### src/rtl/cpu_pkg.sv
// ============================================================================
// Module   : cpu_pkg
// Purpose  : Shared CPU-core types: stack op codes, M-/T-cycle types, T indices.
//            STACK_SEQ_RETI_EN makes op 4 (RETI) a legal stack op.
// Revision : 1.0 - initial release
// ============================================================================
`default_nettype none

package cpu_pkg;

  typedef enum logic [2:0] {
    OP_PUSH = 3'd0,
    OP_POP  = 3'd1,
    OP_RST  = 3'd2,
    OP_RET  = 3'd3,
    OP_RETI = 3'd4
  } stack_op_t;

  typedef enum logic [1:0] {
    MC_IDLE = 2'd0,
    MC_M2   = 2'd1,
    MC_M3   = 2'd2,
    MC_M4   = 2'd3
  } mcyc_t;

  typedef logic [1:0] tcyc_t;

  localparam tcyc_t T1 = 2'd0;
  localparam tcyc_t T2 = 2'd1;
  localparam tcyc_t T3 = 2'd2;
  localparam tcyc_t T4 = 2'd3;

  function automatic logic op_legal(input logic [2:0] op);
`ifdef STACK_SEQ_RETI_EN
    return op <= 3'd4;
`else
    return op <= 3'd3;
`endif
  endfunction

endpackage

`default_nettype wire

### src/rtl/tcyc_counter.sv
// ============================================================================
// Module   : tcyc_counter
// Purpose  : T1..T4 state counter with run/clear and a T4 strobe.
// Revision : 1.0 - initial release
// ============================================================================
`default_nettype none

module tcyc_counter
  import cpu_pkg::*;
(
  input  logic  clk,
  input  logic  rst,
  input  logic  run,
  input  logic  clr,
  output tcyc_t t,
  output logic  t4
);

  tcyc_t t_q;
  tcyc_t t_d;

  always_comb begin
    t_d = t_q;
    if (clr) begin
      t_d = T1;
    end else if (run) begin
      t_d = t_q + 2'd1;
    end
  end

  always_ff @(posedge clk or posedge rst) begin
    if (rst) begin
      t_q <= T1;
    end else begin
      t_q <= t_d;
    end
  end

  assign t  = t_q;
  assign t4 = run && (t_q == T4);

endmodule

`default_nettype wire

### src/rtl/stack_seq.sv
// ============================================================================
// Module   : stack_seq
// Purpose  : Stack micro-sequencer for PUSH/POP/RST/RET M-cycles after M1.
//            Define STACK_SEQ_RETI_EN to enable RETI (op 4) with ime_set.
// Revision : 1.0 - initial release
// ============================================================================
`default_nettype none

module stack_seq
  import cpu_pkg::*;
(
  input  logic        clk,
  input  logic        rst,
  input  logic        start,
  input  logic [2:0]  op,
  input  logic [15:0] src_val,
  input  logic [2:0]  rst_vec,
  input  logic [15:0] sp_in,
  input  logic [7:0]  din,
  output logic        busy,
  output logic [15:0] adr,
  output logic        mem_rd,
  output logic        mem_wr,
  output logic [7:0]  dout,
  output logic [15:0] sp_out,
  output logic        sp_we,
  output logic [15:0] res_val,
  output logic        res_we,
  output logic        res_pc,
  output logic        ime_set,
  output logic        done
);

  mcyc_t       state_q, state_d;
  stack_op_t   op_q, op_d;
  logic [15:0] src_q, src_d;
  logic [2:0]  vec_q, vec_d;
  logic [15:0] sp_q, sp_d;
  logic [7:0]  lo_q, lo_d;
  logic [7:0]  hi_q, hi_d;

  tcyc_t t;
  logic  t4;
  logic  push_like;
  logic  final_t4;
  logic  in_write;

  tcyc_counter u_tcyc (
    .clk (clk),
    .rst (rst),
    .run (busy),
    .clr (!busy),
    .t   (t),
    .t4  (t4)
  );

  assign busy      = (state_q != MC_IDLE);
  assign push_like = (op_q == OP_PUSH) || (op_q == OP_RST);
  assign final_t4  = t4 && (state_q == ((op_q == OP_POP) ? MC_M3 : MC_M4));
  assign in_write  = push_like && ((state_q == MC_M3) || (state_q == MC_M4));

  always_comb begin
    state_d = state_q;
    op_d    = op_q;
    src_d   = src_q;
    vec_d   = vec_q;
    sp_d    = sp_q;
    lo_d    = lo_q;
    hi_d    = hi_q;
    adr     = 16'h0000;
    mem_rd  = 1'b0;
    mem_wr  = 1'b0;
    dout    = 8'h00;
    sp_out  = 16'h0000;
    sp_we   = 1'b0;
    res_val = 16'h0000;
    res_we  = 1'b0;
    res_pc  = 1'b0;
    ime_set = 1'b0;
    done    = 1'b0;

    if (state_q == MC_IDLE) begin
      if (start && op_legal(op)) begin
        state_d = MC_M2;
        op_d    = stack_op_t'(op);
        src_d   = src_val;
        vec_d   = rst_vec;
      end
    end else begin
      // SP is live at T1 (consumer just wrote it back); held for T2..T4
      if (t == T1) begin
        sp_d = sp_in;
        adr  = sp_in;
      end else begin
        adr  = sp_q;
      end

      if (in_write) begin
        mem_wr = (t == T2) || (t == T3);
        if (t != T1) begin
          dout = (state_q == MC_M3) ? src_q[15:8] : src_q[7:0];
        end
      end

      if (!push_like && (state_q != MC_M4)) begin
        mem_rd = (t != T4);
        if (t == T3) begin
          if (state_q == MC_M2) begin
            lo_d = din;
          end else begin
            hi_d = din;
          end
        end
      end

      if (t4 && (state_q != MC_M4)) begin
        sp_we  = 1'b1;
        sp_out = push_like ? (sp_q - 16'd1) : (sp_q + 16'd1);
      end

      if (final_t4) begin
        done    = 1'b1;
        state_d = MC_IDLE;
        if (op_q != OP_PUSH) begin
          res_we  = 1'b1;
          res_pc  = (op_q != OP_POP);
          res_val = (op_q == OP_RST) ? {10'b0, vec_q, 3'b000} : {hi_q, lo_q};
        end
`ifdef STACK_SEQ_RETI_EN
        ime_set = (op_q == OP_RETI);
`else
        ime_set = 1'b0;
`endif
      end else if (t4) begin
        state_d = (state_q == MC_M2) ? MC_M3 : MC_M4;
      end
    end
  end

  always_ff @(posedge clk or posedge rst) begin
    if (rst) begin
      state_q <= MC_IDLE;
      op_q    <= OP_PUSH;
      src_q   <= 16'h0000;
      vec_q   <= 3'd0;
      sp_q    <= 16'h0000;
      lo_q    <= 8'h00;
      hi_q    <= 8'h00;
    end else begin
      state_q <= state_d;
      op_q    <= op_d;
      src_q   <= src_d;
      vec_q   <= vec_d;
      sp_q    <= sp_d;
      lo_q    <= lo_d;
      hi_q    <= hi_d;
    end
  end

endmodule

`default_nettype wire

### config.mk
export PLATFORM = sky130hd
export DESIGN_NAME = stack_seq
export DESIGN_NICKNAME = d
export VERILOG_FILES = /design/src/rtl/cpu_pkg.sv /design/src/rtl/tcyc_counter.sv /design/src/rtl/stack_seq.sv
export SDC_FILE = /design/constraint.sdc
export NUM_CORES = 1
export LEC_CHECK = 0
export CAP_MARGIN = 20
export CORE_ASPECT_RATIO = 0.75
export CORE_UTILIZATION = 50
export DETAILED_ROUTE_END_ITERATION = 7
export PLACE_DENSITY = 0.94
export SETUP_SLACK_MARGIN = 0.4
export SYNTH_ARGS = -nofsm -noshare
export SYNTH_HDL_FRONTEND = slang
export SYNTH_SLANG_ARGS = --single-unit
export TNS_END_PERCENT = 50
### constraint.sdc
create_clock -name clk -period 5.2 [get_ports clk]
set_input_delay 0.78 -clock clk [delete_from_list [all_inputs] [get_ports clk]]
set_output_delay 0.78 -clock clk [all_outputs]
set_load 0.01 [all_outputs]
==> results of run 1 <==
[critical path: stages (launching register included)]
cell and delay, ps:
dfrtp_1 390, or2_2 270, clkinvlp_4 460, ha_1 550, a21o_1 250, o21bai_1 190, a221o_1 320, o21a_1 190
nor3_1 160, clkdlybuf4s50_1 560
[final timing paths]
kind | startpoint | end
max | op_q[2] | sp_out[14]
min | u_tcyc.t[0] | u_tcyc.t[0]
max reg2reg | u_tcyc.t[0] | sp_q[8]
min reg2reg | u_tcyc.t[0] | u_tcyc.t[0]
max in group asynchronous | rst | sp_q[0]
min in group asynchronous | rst | sp_q[12]
[report_power, final]
part           switching [W]  total (W)  internal (W)
sequential          0.000191   0.000870      0.000680
combinational        0.00114    0.00228       0.00113
clock               0.000175   0.000419      0.000245
total                0.00151    0.00357       0.00206
[flip-flops by register name (all words and copies together), names as in the netlist]
signal	flops
lo_q	8
u_tcyc.t	2
sp_q	16
hi_q	8
src_q	16
op_q	3
vec_q	3
state_q	2
[final cells by class]
type	instances	area, um2	area share, %
multi-input cells	285	2150	42.2
flip-flops and latches	58	1450	28.5
repair buffers	113	1130	22.3
clock buffers	11	151	2.97
well taps	98	123	2.41
clock inverters	4	51.3	1.01
inverters	8	33.8	0.663
[cell families (layout without fill, tap and decap cells)]
kind of cell | count (synthesis) | after routing | share of synthesized area (%)
other | 1 | 1 | 0.101
buffers and inverters | 22 | 136 | 3.00
adders and majority gates | 21 | 21 | 7.28
AOI/OAI and AO/OA | 57 | 57 | 9.74
and+or+nand+nor | 125 | 125 | 17.5
xor gates and xnor gates | 10 | 10 | 2.36
DFF | 58 | 58 | 39.1
muxes | 71 | 71 | 20.9
[stage by stage]
stage                     instance area (um2)  utilization (%)  hold WS (ps)  std cells
after floorplan                          3710                -           432        365
after global placement                   4870             69.6           448        561
after detailed placement                 4870             69.6           468        561
after CTS                                5070             72.5           474        576
after global routing                     5090             72.8           485        577
final                                    5090             72.8           473        577
[metal layers]
| metal | GRT usage, % | up-vias |
|---|---|---|
| met5 | 0 | - |
| met4 | 10.0 | 0 |
| met3 | 5.78 | 12 |
| met2 | 41.1 | 123 |
| met1 | 34.6 | 1494 |
| li1 | - | 1500 |
[timing repair]
item	4_1_cts	5_1_grt
setup endpoints to repair	0	8
endpoints found under the hold margin	0	0
gates resized for setup	0	1
setup buffers	0	0
hold buffers	0	0
[cells in the final DEF (no fill, tap or decap), types with 2 or more instances in the layout]
master             n
xnor2_1            7
clkinvlp_4         2
a221o_1            2
inv_2              2
xor2_1             3
o21ai_0            8
clkbuf_8          11
nor2_1            30
and2_1            15
and3_1             5
o21bai_1           2
nand3_1            7
mux2_2            53
o21a_1             4
nor3b_4            2
inv_1              5
nor3_1            10
a21o_1             7
a21oi_1           26
clkdlybuf4s50_1  111
ha_1              20
dfrtp_1           58
nand2_1           40
nor2b_1            3
nand2b_1           3
mux2i_1           18
nor2_4             2
==> results.toml, run 1 <==
[timing]
finClkSkew_ps = 6.44
maxSlewViolCount = 0
timing.final.ws_setup_ps = 739
period_needed_ps = 4460
finalCritPeriodShare_pct = 85.8
final.setup.tns_ps = 0
fmax_ghz = 0.224
final_hold_viol_count = 0
max_slew_margin_pct = 29.2
setup_viol = 0
tightest_slew_ps = 1060
rsz0062_at_grt = "no"

[drt]
drt-total-wl_mm = 9.40
antenna_left = 0
drc = 0
dr_wl_met3_um = 564
vias = 3129
highest-signal-layer = "met4"
dr_wl_met2_mm = 4.51
drt_iter0_markers = 176
wl_per_cell_um = 16.3
wl_met1_mm = 4.21
viasPerCell = 5.42
dr.pass1.iters = 4

[cts]
h-tree-depth = 3
clk_latency_ps = 330
cts_root_buf = "clkbuf_8"
clk_path_buf_depth = 2
clkTransAtPathRegs_ps = 60
numCtsBuffers = 9
cts_tree = "built"
clock-sinks = 58

[floorplan]
coreArea_um2 = 6990
die_y_um = 76.6
initial_core_util_pct = 53.1
placementRows = 26
die-area_um2 = 7770
pin_count = 113
die_width_um = 101

[pwr]
pwr_density_cell_nw_per_um2 = 700
total_power_w = 0.00357
ir_drop_mv = 0.385
leakage_nw = 2.18

[yosys]
syn_avg_cell_area_um2 = 10.2
syn_area_um2 = 3710
synth_fp_nets = 435
ys_types = 47
synth_seq_cells = 58
synth.area.top_cells = "dfrtp_1, mux2_2, ha_1"
postSynthCellCount = 365
ys.flop_type = "dfrtp_1"
async_reset_ff_share_pct = 100
yosysSeqAreaShare_pct = 39.1
yosysMostFrequentCell = "dfrtp_1"
ys_top_cells_by_count = "dfrtp_1, mux2_2, nand2_1, nor2_1, a21oi_1"
synth_enable_flop_cells = 0
synth_top_area_share_pct = 39.1
yosysTopAreaCell = "dfrtp_1"
ys_warn_count = 0

[run]
drv_cap = 0

[setup_path]
critPathKind = "register to output pin"
end_kind = "output pin"
reg2reg_slack_ps = 2450
critPathLaunchType = "register"
cp.required_ps = 4420
arrival_ps = 3680
r2r_cells = 4
critPathMaxFanout = 24

[final_layout]
fin_nets = 545
antenna-diode-count = 0
area_growth_pct = 37.2
drive_above_1_share_pct = 18.0
fillers = 535

[global_route]
track_usage_pct = 26.0
grt_max_degree = 59
antenna_found_initial = 0
grt_pass1_vias = 3123
overflow = 0
grt_pass1_wl_mm = 15.5

[place]
hpwl_mm = 6.97
dp_slack_ps = 823
port_buffers = 111
gp_congestion = 0.911

[worst_hold_path]
holdCritPathClass = "register to register"
holdPathStages = 1

[status]
status = "finished clean"
No activity file was read; power rests on OpenSTA's default activity.
==> run 2, diff against run 1 <==
--- a/config.mk
+++ b/config.mk
@@ -6,10 +6,13 @@
 export NUM_CORES = 1
 export LEC_CHECK = 0
 export CAP_MARGIN = 20
-export CORE_ASPECT_RATIO = 0.75
-export CORE_UTILIZATION = 50
+export CELL_PAD_IN_SITES_DETAIL_PLACEMENT = 1
+export CELL_PAD_IN_SITES_GLOBAL_PLACEMENT = 1
+export CORE_ASPECT_RATIO = 1.4
+export CORE_UTILIZATION = 39
 export DETAILED_ROUTE_END_ITERATION = 7
-export PLACE_DENSITY = 0.94
+export GPL_TIMING_DRIVEN = 0
+export PLACE_DENSITY = 0.95
 export SETUP_SLACK_MARGIN = 0.4
 export SYNTH_ARGS = -nofsm -noshare
 export SYNTH_HDL_FRONTEND = slang
==> run 2 against run 1 <==
The flow now finishes with violations (design-rule violations). Register-to-register slack improved by 760 ps. Flip-flop and latch count unchanged. Core utilization decreased by 15 points. Via count increased by 6.0%. Cell count increased by 4.0%. Sequential power decreased by 2.6%. Critical path depth increased by 1. Sequential share of layout area decreased by 1.2 points. Routed wire length increased by 21%. Largest power group unchanged.
==> results.toml, run 2 (same netlist as run 1, synthesis figures left out) <==
[floorplan]
placementRows = 41
coreArea_um2 = 9130
pin_count = 113
die_width_um = 84.4
die-area_um2 = 9910
initial_core_util_pct = 40.6
die_y_um = 117

[cts]
clk_path_buf_depth = 2
cts-hold-fix-buffers = 0
clock-sinks = 58
clkTransAtPathRegs_ps = 50
cts_tree = "built"
numCtsBuffers = 9
clk_latency_ps = 330
h-tree-depth = 3
cts_root_buf = "clkbuf_16"

[pwr]
leakage_nw = 2.29
ir_drop_mv = 0.290
total_power_w = 0.00391
pwr_density_cell_nw_per_um2 = 736

[global_route]
antenna_found_initial = 0
top_usage_layer = "met2"
grt_max_degree = 38
grt_pass1_wl_mm = 18.9
track_usage_pct = 24.4
gr-usage-met1_pct = 23.8
overflow = 0
met3_usage_pct = 5.56
met2_usage_pct = 48.5
grt_pass1_vias = 3802

[setup_path]
crit_chain = "or2_2 > buf_4 > clkinv_2 > ha_1 > and3_1 > nand2_1 > a2111oi_2 > nor3_1 > nor3_1 > clkdlybuf4s50_1"
critPathKind = "register to output pin"
end_kind = "output pin"
critPathLaunchType = "register"
reg2reg_slack_ps = 3210
reg2reg_to = "sp_q[5]"
crit_top_cell = "nor3_1"
path_buf_inv = 3
arrival_ps = 3790
slowest_delay_ps = 600
slowest_stage = "ha_1"
r2r_cells = 6
critPathMaxFanout = 24
r2r_start = "u_tcyc.t[0]"
crit_family = "buffers and inverters"
cp.required_ps = 4420

[worst_hold_path]
min_from = "hi_q[1]"
holdPathEnd = "hi_q[1]"
holdCritPathClass = "register to register"
holdPathStages = 1

[drt]
dr.pass1.iters = 6
drt_iter0_markers = 102
drt-total-wl_mm = 11.3
viasPerCell = 5.53
drc = 4
antenna_left = 0
wl_per_cell_um = 18.9
vias = 3318

[timing]
tightest_slew_ps = 573
final_hold_viol_count = 0
finClkSkew_ps = 5.73
setup_viol = 0
final.setup.tns_ps = 0
rsz0062_at_grt = "no"
finalCritPeriodShare_pct = 87.9
period_needed_ps = 4570
fmax_ghz = 0.219
max_slew_margin_pct = 61.8
hold_ws_ps = 499
maxSlewViolCount = 0

[final_layout]
final_cells = 600
layout_common_cells = "clkdlybuf4s50_1, dfrtp_1, mux2_2, nand2_1, nor2_1"
fin_util_pct = 58.2
reg_top3 = "sp_q (16), src_q (16)"
fillers = 1021
drive_above_1_share_pct = 19.7
antenna-diode-count = 0
mostFrequentLayoutCell = "clkdlybuf4s50_1"
fin_nets = 558
area_growth_pct = 43.3

[place]
port_buffers = 111
gp_congestion = 0.859
placed_cells = 584
hpwl_mm = 8.44

[run]
drv_cap = 0

[status]
violations = "design-rule violations"
status = "complete, but fails checks"
[run 2: cell count changes in the layout (fill, tap and decap cells not counted), sizes merged]
cell and delta:
bufinv +1, clkbuf +3, buf +11, clkinvlp -1
[run 2: routing by layer]
metal | vias to the layer above | part of all wire (%) | routed length (um)
met5 | - | 0 | 0
met4 | 0 | 2.4 | 276
met3 | 29 | 3.8 | 431
met2 | 94 | 58 | 6630
met1 | 1666 | 35 | 4000
li1 | 1529 | - | -
[run 2: metrics by stage]
stage	worst slack (ps)	instance area (um2)
floorplan	1670	3710
global placement	724	4960
detailed placement	606	4980
CTS	660	5320
global route	407	5320
finish	627	5320
[run 2: layout make-up]
class / count / area [um2] / share of cell area [%]
Timing Repair Buffer: 112 / 1130 / 21.3
Sequential cell: 58 / 1450 / 27.3
Buffer: 14 / 81.3 / 1.53
Tap cell: 107 / 134 / 2.52
Inverter: 8 / 31.3 / 0.588
Clock buffer: 12 / 267 / 5.01
Clock inverter: 4 / 72.6 / 1.37
Multi-Input combinational cell: 285 / 2150 / 40.4
[run 2: what timing repair did]
action / in CTS / in global routing
endpoints found under the setup margin: 5 / 0
setup buffers: 0 / 0
resized for setup: 1 / 0
[run 2: worst register-to-register path: stages (launching register included)]
cell	delay, ps
dfrtp_1	380
inv_1	80
ha_1	190
buf_2	200
nand2_1	270
buf_2	350
mux2_2	380
[run 2: power by group]
group	total (W)	switching (W)	internal, W	leakage (nW)
sequential	0.000847	0.000166	0.000682	0.702
combinational	0.00241	0.00125	0.00116	1.43
clock	0.000660	0.000203	0.000457	0.165
total	0.00391	0.00162	0.00230	2.29
[run 2: worst max-delay path by stage]
| stage | startpoint | end | slack (ps) | cells past startpoint |
|---|---|---|---|---|
| 3_3_place_gp | op_q[2] | sp_out[14] | 720 | 10 |
| 5_1_grt | op_q[2] | sp_out[13] | 410 | 10 |
| 6_report | op_q[2] | sp_out[13] | 630 | 10 |
| 4_1_cts | op_q[2] | sp_out[13] | 660 | 10 |
| 3_5_place_dp | op_q[2] | sp_out[14] | 610 | 10 |
| 2_1_floorplan | op_q[2] | sp_out[14] | 1670 | 9 |
